[config.mk]
export PLATFORM = sky130hd
export DESIGN_NAME = regfile_wb_arbiter_flat
export DESIGN_NICKNAME = d
export VERILOG_FILES = /design/src/rtl/regfile_wb_arbiter_pkg.sv /design/src/rtl/regfile_wb_arbiter_if.sv /design/src/rtl/regfile_wb_arbiter_scoreboard.sv /design/src/rtl/regfile_wb_arbiter.sv /design/src/flat_wrapper.sv
export SDC_FILE = /design/constraint.sdc
export NUM_CORES = 1
export LEC_CHECK = 0
export ABC_CLOCK_PERIOD_IN_PS = 2200
export BUFFER_PORTS_ARGS = -buffer_cell sky130_fd_sc_hd__buf_2
export CAP_MARGIN = 20
export CELL_PAD_IN_SITES_DETAIL_PLACEMENT = 0
export CELL_PAD_IN_SITES_GLOBAL_PLACEMENT = 2
export CORE_ASPECT_RATIO = 1.25
export CORE_MARGIN = 10
export CORE_UTILIZATION = 28
export CTS_BUF_LIST = sky130_fd_sc_hd__clkbuf_4
export DETAILED_ROUTE_END_ITERATION = 7
export PLACE_DENSITY = 0.88
export SETUP_SLACK_MARGIN = 0.1
export SKIP_CTS_REPAIR_TIMING = 1
export SYNTH_ARGS = -nofsm -noshare
export SYNTH_HDL_FRONTEND = slang
export SYNTH_SLANG_ARGS = --single-unit
[constraint.sdc]
create_clock -name clk -period 2.2 [get_ports clk]
set_input_delay 0.44 -clock clk [delete_from_list [all_inputs] [get_ports clk]]
set_output_delay 0.44 -clock clk [all_outputs]
set_load 0.01 [all_outputs]
[src/rtl/regfile_wb_arbiter_pkg.sv]
// Shared types and widths for the register file
// writeback arbiter and its scoreboard.
package regfile_pkg;

  localparam int ADDR_W = 5;
  localparam int DATA_W = 32;
  localparam int NREGS  = 1 << ADDR_W;

  typedef logic [ADDR_W-1:0] rf_addr_t;
  typedef logic [DATA_W-1:0] rf_data_t;
  typedef logic [NREGS-1:0]  rf_busy_t;

  localparam rf_addr_t ZERO_REG = '0;

  typedef struct packed {
    rf_addr_t addr;
    rf_data_t data;
  } wb_req_t;

endpackage

[src/rtl/regfile_wb_arbiter_if.sv]
// Writeback request, reservation and register
// file write bundle around the arbiter.
interface regfile_wb_arbiter_if;
  import regfile_pkg::*;

  logic     p0_valid;
  logic     p0_ready;
  rf_addr_t p0_addr;
  rf_data_t p0_data;

  logic     p1_valid;
  logic     p1_ready;
  rf_addr_t p1_addr;
  rf_data_t p1_data;

  logic     rsv_en;
  rf_addr_t rsv_addr;

  logic     rf_wr_en;
  rf_addr_t rf_address_wr;
  rf_data_t rf_wr_data;
  rf_busy_t busy;
  logic     rsv_err;

  modport master (
    output p0_valid, p0_addr, p0_data,
    output p1_valid, p1_addr, p1_data,
    output rsv_en, rsv_addr,
    input  p0_ready, p1_ready,
    input  rf_wr_en, rf_address_wr, rf_wr_data,
    input  busy, rsv_err
  );

  modport slave (
    input  p0_valid, p0_addr, p0_data,
    input  p1_valid, p1_addr, p1_data,
    input  rsv_en, rsv_addr,
    output p0_ready, p1_ready,
    output rf_wr_en, rf_address_wr, rf_wr_data,
    output busy, rsv_err
  );

endinterface

[src/rtl/regfile_wb_arbiter_scoreboard.sv]
// Busy bit per register for long-latency writes;
// a reservation beats a same-edge commit.
module wb_scoreboard
  import regfile_pkg::*;
(
  input  logic     clk,
  input  logic     rst,
  input  logic     set_en,
  input  rf_addr_t set_addr,
  input  logic     clr_en,
  input  rf_addr_t clr_addr,
  output rf_busy_t busy,
  output logic     err
);

  rf_busy_t busy_q, busy_d;
  logic     err_q, err_d;
  logic     set_ok;

  assign set_ok = set_en && (set_addr != ZERO_REG);

  // next busy vector: clear first, then set wins
  always_comb begin
    busy_d = busy_q;
    err_d  = 1'b0;
    if (clr_en)
      busy_d[clr_addr] = 1'b0;
    if (set_ok) begin
      busy_d[set_addr] = 1'b1;
      err_d = busy_q[set_addr] &&
              !(clr_en && clr_addr == set_addr);
    end
    busy_d[ZERO_REG] = 1'b0;
  end

  // busy and error pulse registers
  always_ff @(posedge clk or negedge rst) begin
    if (!rst) begin
      busy_q <= '0;
      err_q  <= 1'b0;
    end else begin
      busy_q <= busy_d;
      err_q  <= err_d;
    end
  end

  assign busy = busy_q;
  assign err  = err_q;

endmodule

[src/rtl/regfile_wb_arbiter.sv]
// Two-port writeback arbiter with starvation
// guard and registered register-file write port.
module regfile_wb_arbiter
  import regfile_pkg::*;
#(
  parameter int STARVE_LIMIT = 4
) (
  input logic            clk,
  input logic            rst,
  regfile_wb_arbiter_if.slave bus
);

  localparam int CW = $clog2(STARVE_LIMIT + 1);
  localparam logic [CW-1:0] LIMIT = CW'(STARVE_LIMIT);

  logic [CW-1:0] starve_q, starve_d;
  logic          gnt0, gnt1, xfer;
  wb_req_t       win;

  logic     wr_en_q, wr_en_d;
  rf_addr_t addr_q, addr_d;
  rf_data_t data_q, data_d;

  rf_busy_t sb_busy;
  logic     sb_err;

  // grant: port 0 by default, port 1 when alone
  // or after too many consecutive losses
  always_comb begin
    gnt1 = rst && bus.p1_valid &&
           (!bus.p0_valid || starve_q == LIMIT);
    gnt0 = rst && bus.p0_valid && !gnt1;
    xfer = gnt0 || gnt1;
    win  = gnt1 ? '{addr: bus.p1_addr, data: bus.p1_data}
                : '{addr: bus.p0_addr, data: bus.p0_data};
  end

  // starvation counter and output stage next state
  always_comb begin
    starve_d = starve_q;
    wr_en_d  = 1'b0;
    addr_d   = addr_q;
    data_d   = data_q;
    if (gnt1)
      starve_d = '0;
    else if (bus.p1_valid && gnt0 && starve_q != LIMIT)
      starve_d = starve_q + 1'b1;
    if (xfer) begin
      wr_en_d = (win.addr != ZERO_REG);
      addr_d  = win.addr;
      data_d  = win.data;
    end
  end

  // counter and registered write port
  always_ff @(posedge clk or negedge rst) begin
    if (!rst) begin
      starve_q <= '0;
      wr_en_q  <= 1'b0;
      addr_q   <= '0;
      data_q   <= '0;
    end else begin
      starve_q <= starve_d;
      wr_en_q  <= wr_en_d;
      addr_q   <= addr_d;
      data_q   <= data_d;
    end
  end

  wb_scoreboard u_sb (
    .clk      (clk),
    .rst      (rst),
    .set_en   (bus.rsv_en),
    .set_addr (bus.rsv_addr),
    .clr_en   (gnt1),
    .clr_addr (bus.p1_addr),
    .busy     (sb_busy),
    .err      (sb_err)
  );

  assign bus.p0_ready      = gnt0;
  assign bus.p1_ready      = gnt1;
  assign bus.rf_wr_en      = wr_en_q;
  assign bus.rf_address_wr = addr_q;
  assign bus.rf_wr_data    = data_q;
  assign bus.busy          = sb_busy;
  assign bus.rsv_err       = sb_err;

endmodule

[src/flat_wrapper.sv]
// flat-port wrapper written by rule: the top's interface ports become plain ports
module regfile_wb_arbiter_flat import regfile_pkg::*;
#(
  parameter int STARVE_LIMIT = 4
)
  (clk, rst, bus_p0_valid, bus_p0_addr, bus_p0_data, bus_p1_valid, bus_p1_addr, bus_p1_data, bus_rsv_en, bus_rsv_addr, bus_p0_ready, bus_p1_ready, bus_rf_wr_en, bus_rf_address_wr, bus_rf_wr_data, bus_busy, bus_rsv_err);
  regfile_wb_arbiter_if bus_i ();
  input logic clk;
  input logic rst;
  input wire logic [$bits(bus_i.p0_valid)-1:0] bus_p0_valid;
  input wire logic [$bits(bus_i.p0_addr)-1:0] bus_p0_addr;
  input wire logic [$bits(bus_i.p0_data)-1:0] bus_p0_data;
  input wire logic [$bits(bus_i.p1_valid)-1:0] bus_p1_valid;
  input wire logic [$bits(bus_i.p1_addr)-1:0] bus_p1_addr;
  input wire logic [$bits(bus_i.p1_data)-1:0] bus_p1_data;
  input wire logic [$bits(bus_i.rsv_en)-1:0] bus_rsv_en;
  input wire logic [$bits(bus_i.rsv_addr)-1:0] bus_rsv_addr;
  output wire logic [$bits(bus_i.p0_ready)-1:0] bus_p0_ready;
  output wire logic [$bits(bus_i.p1_ready)-1:0] bus_p1_ready;
  output wire logic [$bits(bus_i.rf_wr_en)-1:0] bus_rf_wr_en;
  output wire logic [$bits(bus_i.rf_address_wr)-1:0] bus_rf_address_wr;
  output wire logic [$bits(bus_i.rf_wr_data)-1:0] bus_rf_wr_data;
  output wire logic [$bits(bus_i.busy)-1:0] bus_busy;
  output wire logic [$bits(bus_i.rsv_err)-1:0] bus_rsv_err;
  assign bus_i.p0_valid = bus_p0_valid;
  assign bus_i.p0_addr = bus_p0_addr;
  assign bus_i.p0_data = bus_p0_data;
  assign bus_i.p1_valid = bus_p1_valid;
  assign bus_i.p1_addr = bus_p1_addr;
  assign bus_i.p1_data = bus_p1_data;
  assign bus_i.rsv_en = bus_rsv_en;
  assign bus_i.rsv_addr = bus_rsv_addr;
  assign bus_p0_ready = bus_i.p0_ready;
  assign bus_p1_ready = bus_i.p1_ready;
  assign bus_rf_wr_en = bus_i.rf_wr_en;
  assign bus_rf_address_wr = bus_i.rf_address_wr;
  assign bus_rf_wr_data = bus_i.rf_wr_data;
  assign bus_busy = bus_i.busy;
  assign bus_rsv_err = bus_i.rsv_err;
  regfile_wb_arbiter #(.STARVE_LIMIT(STARVE_LIMIT)) u_core (.clk(clk), .rst(rst), .bus(bus_i));
endmodule
After elaboration in Yosys (flattened, before gate mapping)
Cells that the tools add are included.
Widths: inputs -> output; s select.
{"block": "classes", "n_addsub": 1, "n_lt_le_gt_ge": 4, "n_eq_ne": 3, "mux": 13, "bitwise": 3, "reduce_logical": 19}
{"op": "$mux 32", "count": 2}
{"op": "$mux 37", "count": 1}
{"op": "$and 32x32->32", "count": 1}
{"op": "$not 32->32", "count": 1}
{"op": "$or 32x32->32", "count": 1}
{"op": "$lt 5x6->1 const B", "count": 2}
{"op": "$logic_and 1x1->1", "count": 11}
{"op": "$demux 1 s5", "count": 2}
{"op": "$ge 5x1->1 const B", "count": 2}
{"op": "$reduce_bool 5->1", "count": 2}
{"op": "$mux 3", "count": 2}
{"op": "$bmux 1 s5", "count": 1}
{"op": "$eq 5x5->1", "count": 1}
{"op": "$mux 1", "count": 5}
{"op": "$add 3x1->3 const B", "count": 1}
{"op": "$eq 3x3->1 const B", "count": 1}
{"op": "$logic_not 1->1", "count": 3}
{"op": "$ne 3x3->1 const B", "count": 1}
{"op": "$logic_or 1x1->1", "count": 2}
{"op": "$reduce_bool 2->1", "count": 1}
{"block": "totals", "register_bits": 73, "inputBits": 84, "out_inout_bits": 73, "wordCells": 49}

Logic depth before layout (Yosys ltp)
{"block": "logic_depth", "word_depth": 9, "depth_mapped": 8, "mapped_depth_nobuf": 7}

Cells and area by module
A second synthesis with hierarchy kept.
{"block": "unflattened", "hier_cells": 339, "area_unflattened_um2": 3636.0}
{"mod": "regfile_wb_arbiter", "n_inst": 1, "cells_each": 162, "area_per_inst_um2": 1908.1, "seq_area_each_um2": 1026.0}
{"mod": "wb_scoreboard", "n_inst": 1, "cells_each": 177, "area_per_inst_um2": 1727.9, "seq_area_each_um2": 800.8}

Worst setup path before layout
OpenSTA, ideal clock, no wires.
{"block": "synth_path", "path_type": "register to output", "start": "register u_core.starve_q[0]", "end": "output bus_p0_ready", "arrival_ps": 1355, "required_ps": 1760, "setup_slack_ps": 405, "path_stages_with_launch": 7, "path_buffers": 1, "path_cell_list": "dfrtp_1 -> inv_1 -> ha_1 -> a21boi_2 -> nor2_4 -> nor2_1 -> buf_2"}
{"block": "synth_between", "elab_chain_cells": 5}
{"element": "start, declared", "line_no": "regfile_wb_arbiter.sv:16", "text": "logic [CW-1:0] starve_q, starve_d;"}
{"element": "start signal, assigned", "line_no": "regfile_wb_arbiter.sv:63", "text": "starve_q <= starve_d;"}
{"element": "$eq 3x3->1", "line_no": "regfile_wb_arbiter.sv:31", "text": "(!bus.p0_valid || starve_q == LIMIT);"}
{"element": "$logic_or 1x1->1", "line_no": "regfile_wb_arbiter.sv:31"}
{"element": "$logic_and 1x1->1", "line_no": "regfile_wb_arbiter.sv:30", "text": "gnt1 = rst && bus.p1_valid &&"}
{"element": "$logic_not 1->1", "line_no": "regfile_wb_arbiter.sv:32", "text": "gnt0 = rst && bus.p0_valid && !gnt1;"}
{"element": "$logic_and 1x1->1", "line_no": "regfile_wb_arbiter.sv:32"}
{"element": "end, declared", "line_no": "flat_wrapper.sv:18", "text": "output wire logic [$bits(bus_i.p0_ready)-1:0] bus_p0_ready;"}
Every way passes these cells.

Final worst setup path
Ends and elaborated chain as after synthesis.

==> results.json <==
{
  "status": "finished clean",
  "syn_nets": 419,
  "netlist_instances": 333,
  "drive_above_1_share_pct": 42.0,
  "maxSlewViolCount": 0,
  "vias": 3458,
  "critPathKind": "flop to primary output",
  "yosysSeqAreaShare_pct": 52.4,
  "power_switching_mw": 1.25,
  "clkLatencyLatePin_ns": 0.43,
  "ios": 157,
  "final_cell_mix": "buf_2 (152), o21ai_0 (73), dfrtp_1 (73)",
  "worst_setup_path_end_kind": "primary output",
  "rsz0062_at_grt": "yes",
  "hold_viol": 0,
  "synthSimpleGateAreaFrac_pct": 10.6,
  "max_freq_mhz": 469,
  "numCtsBuffers": 9,
  "die_h_microns": 145,
  "die_width_microns": 120,
  "grt_pass1_vias": 3605,
  "initial_core_util_pct": 28.7,
  "viasPerCell": 5.12,
  "p_sw_share_pct": 31.8,
  "ir_drop_mv": 0.319,
  "required_ns": 1.76,
  "yosys.area.top_type_share_pct": 52.4,
  "netlist_area_sq_um": 3490,
  "power.internal_mw": 2.68,
  "holdWs_ns": 0.228,
  "coreArea_sq_um": 12200,
  "power.share.clock_pct": 27.8,
  "antenna_found_initial": 2,
  "drc_errors": 0,
  "cts-htree-levels": 3,
  "layout_min_cycle_time_ns": 2.13,
  "first_pass_iters": 7,
  "post-place-ws_ns": 0.181,
  "muxShareOfSynthArea_pct": 6.28,
  "slowest_delay_ns": 0.41,
  "grt_max_degree": 75,
  "grt_usage_pct": 14.5,
  "die-area_sq_um": 17300,
  "worstPathArrival_ns": 1.69,
  "grt_pass1_wl_microns": 19700,
  "dp_hpwl_microns": 9370,
  "p_seq_share_pct": 45.0,
  "postRouteWirelength_microns": 13100,
  "cts_buffer_depth": 2,
  "synthAdderAreaFrac_pct": 0.718,
  "period_share_pct": 97.0,
  "min_path_type": "input port to flop",
  "power_per_cell_area_nw_per_um2": 809,
  "ys_ff_latch": 73,
  "layout_commonest_cell": "buf_2",
  "synthTopCellsByArea": "dfrtp_1 (52%), o21ai_0 (10%), a222oi_1 (9.2%), mux2i_1 (4.0%), inv_1 (3.8%)",
  "worstMarginPinSlew_ns": 0.931,
  "yosysTopAreaCell": "dfrtp_1",
  "area_growth_pct": 39.2,
  "maxCapViolCount": 0,
  "cts_tree": "done",
  "avgSynthCellArea_sq_um": 10.5,
  "clkTransAtPathRegs_ns": 0.13,
  "path_cells": "inv_1 > ha_2 > a21boi_2 > nor2_4 > nor2_4 > buf_12 > buf_6",
  "max_slew_margin_pct": 37.9,
  "final_nets": 591,
  "combPwrFrac_pct": 27.1,
  "setup_viol": 0,
  "detail_route.wl_per_cell_microns": 19.4,
  "crit_top_cell": "nor2_4",
  "ant_nets": 0,
  "p_leak_nw": 2.44,
  "globalplace.congestion": 0.835,
  "root_buffer": "clkbuf_4",
  "slowest_stage": "dfrtp_1",
  "portBuffers": 155,
  "p_total_mw": 3.93,
  "grt-ovfl-total": 0,
  "yosys_warnings": 0,
  "synth-xor-area-share_pct": 1.26,
  "crit_path_max_fanout": 7,
  "cp-start-kind": "flop",
  "clock-sinks": 73,
  "yosysUniqueCellTypes": 41,
  "synth_top_family_by_area": "compound AO/OA/AOI/OAI gates",
  "synth_compound_area_share_pct": 21.9,
  "worst_slack_ns": 0.0658,
  "drt_iter0_drc": 243,
  "rows": 45,
  "fin_skew_ns": 0.0152
}
-- area by class of cell --
class / instances / area [sq um]
diodes: 1 / 2.50
clock buffers: 11 / 82.6
clock inverters: 5 / 104
fillers: 1259 / 7310
inverters: 35 / 131
multi-input cells: 203 / 1440
flip-flops and latches: 73 / 1830
well taps: 164 / 205
repair buffers: 183 / 1060
-- path summary, 6_finish.rpt --
path / startpoint / to / slack (ns) / depth (start not counted)
min in group asynchronous: rst / u_core.starve_q[2] / 0.25 / 2
worst max register to register: u_core.starve_q[0] / u_core.u_sb.busy[31] / 0.23 / 8
max in group asynchronous: rst / u_core.u_sb.busy[24] / 1.34 / 2
worst min-delay path: bus_p0_data[15] / u_core.bus.rf_wr_data[15] / 0.23 / 3
worst max-delay path: u_core.starve_q[0] / bus_p0_ready / 0.07 / 7
worst min register to register: u_core.bus.rf_address_wr[2] / u_core.bus.rf_address_wr[2] / 0.49 / 2
-- flip-flops by register name, indices dropped and copies added, names as in the netlist --
name                      count
u_core.bus.rf_wr_data        32
u_core.u_sb.busy             31
u_core.u_sb.err               1
u_core.starve_q               3
u_core.bus.rf_wr_en           1
u_core.bus.rf_address_wr      5
-- Yosys cell counts, drive strengths merged --
| cell type | count |
|---|---|
| a211oi | 1 |
| a21boi | 1 |
| a21oi | 1 |
| a222oi | 32 |
| and3 | 1 |
| buf | 9 |
| clkbuf | 13 |
| conb | 1 |
| dfrtp | 73 |
| ha | 2 |
| inv | 35 |
| mux2 | 2 |
| mux2i | 14 |
| mux4 | 2 |
| nand2 | 18 |
| nand2b | 1 |
| nand3 | 6 |
| nand3b | 9 |
| nand4 | 1 |
| nor2 | 6 |
| nor3 | 6 |
| nor3b | 3 |
| nor4b | 2 |
| nor4bb | 1 |
| o21ai | 74 |
| o22a | 1 |
| o22ai | 1 |
| o311a | 1 |
| o31a | 1 |
| o41ai | 1 |
| or2 | 1 |
| or3 | 2 |
| or3b | 5 |
| or4 | 1 |
| xnor2 | 2 |
| xor2 | 3 |
-- worst max-delay path: cells and delay by family, from the launching register on --
kind	cells	cell delay [ns]
and+or+nand+nor	2	0.28
buffers and inverters	3	0.31
DFF	1	0.41
AOI/OAI and AO/OA	1	0.08
adders and majority gates	1	0.18
-- stage by stage --
step / TNS, ns / util [%] / area (sq um) / instances
floorplan: 0 / - / 3490 / 333
global placement: 0 / 36.4 / 4430 / 636
detailed placement: 0 / 36.4 / 4430 / 636
CTS: -0.417 / 38.0 / 4620 / 652
global route: -0.0503 / 39.9 / 4850 / 675
finish: 0 / 39.9 / 4850 / 675
-- power groups by stage --
stage          Combinational [mW]  Sequential [mW]  Clock [mW]
2_1_floorplan               0.399             1.87           0
3_3_place_gp                0.995             1.79           0
3_5_place_dp                 1.01             1.79           0
4_1_cts                      1.01             1.77        1.13
5_1_grt                      1.19             1.81        1.19
6_report                     1.07             1.77        1.09
-- routing by layer --
layer	share of wire, %	GRT usage [%]
met1	41	17.4
met2	46	22.4
met3	12	7.21
met4	1.2	4.33
met5	0.099	0
-- logic make-up (layout without fill, tap and decap cells) --
family / count (synthesis) / count (layout)
AND/OR/NAND/NOR: 63 / 63
buffers and inverters: 57 / 234
adder cells (fa/ha/maj): 2 / 2
multiplexers: 18 / 18
flip-flops: 73 / 73
other: 1 / 2
XOR/XNOR: 5 / 5
AO/OA/AOI/OAI: 114 / 114
(Power assumes the default switching activity.)
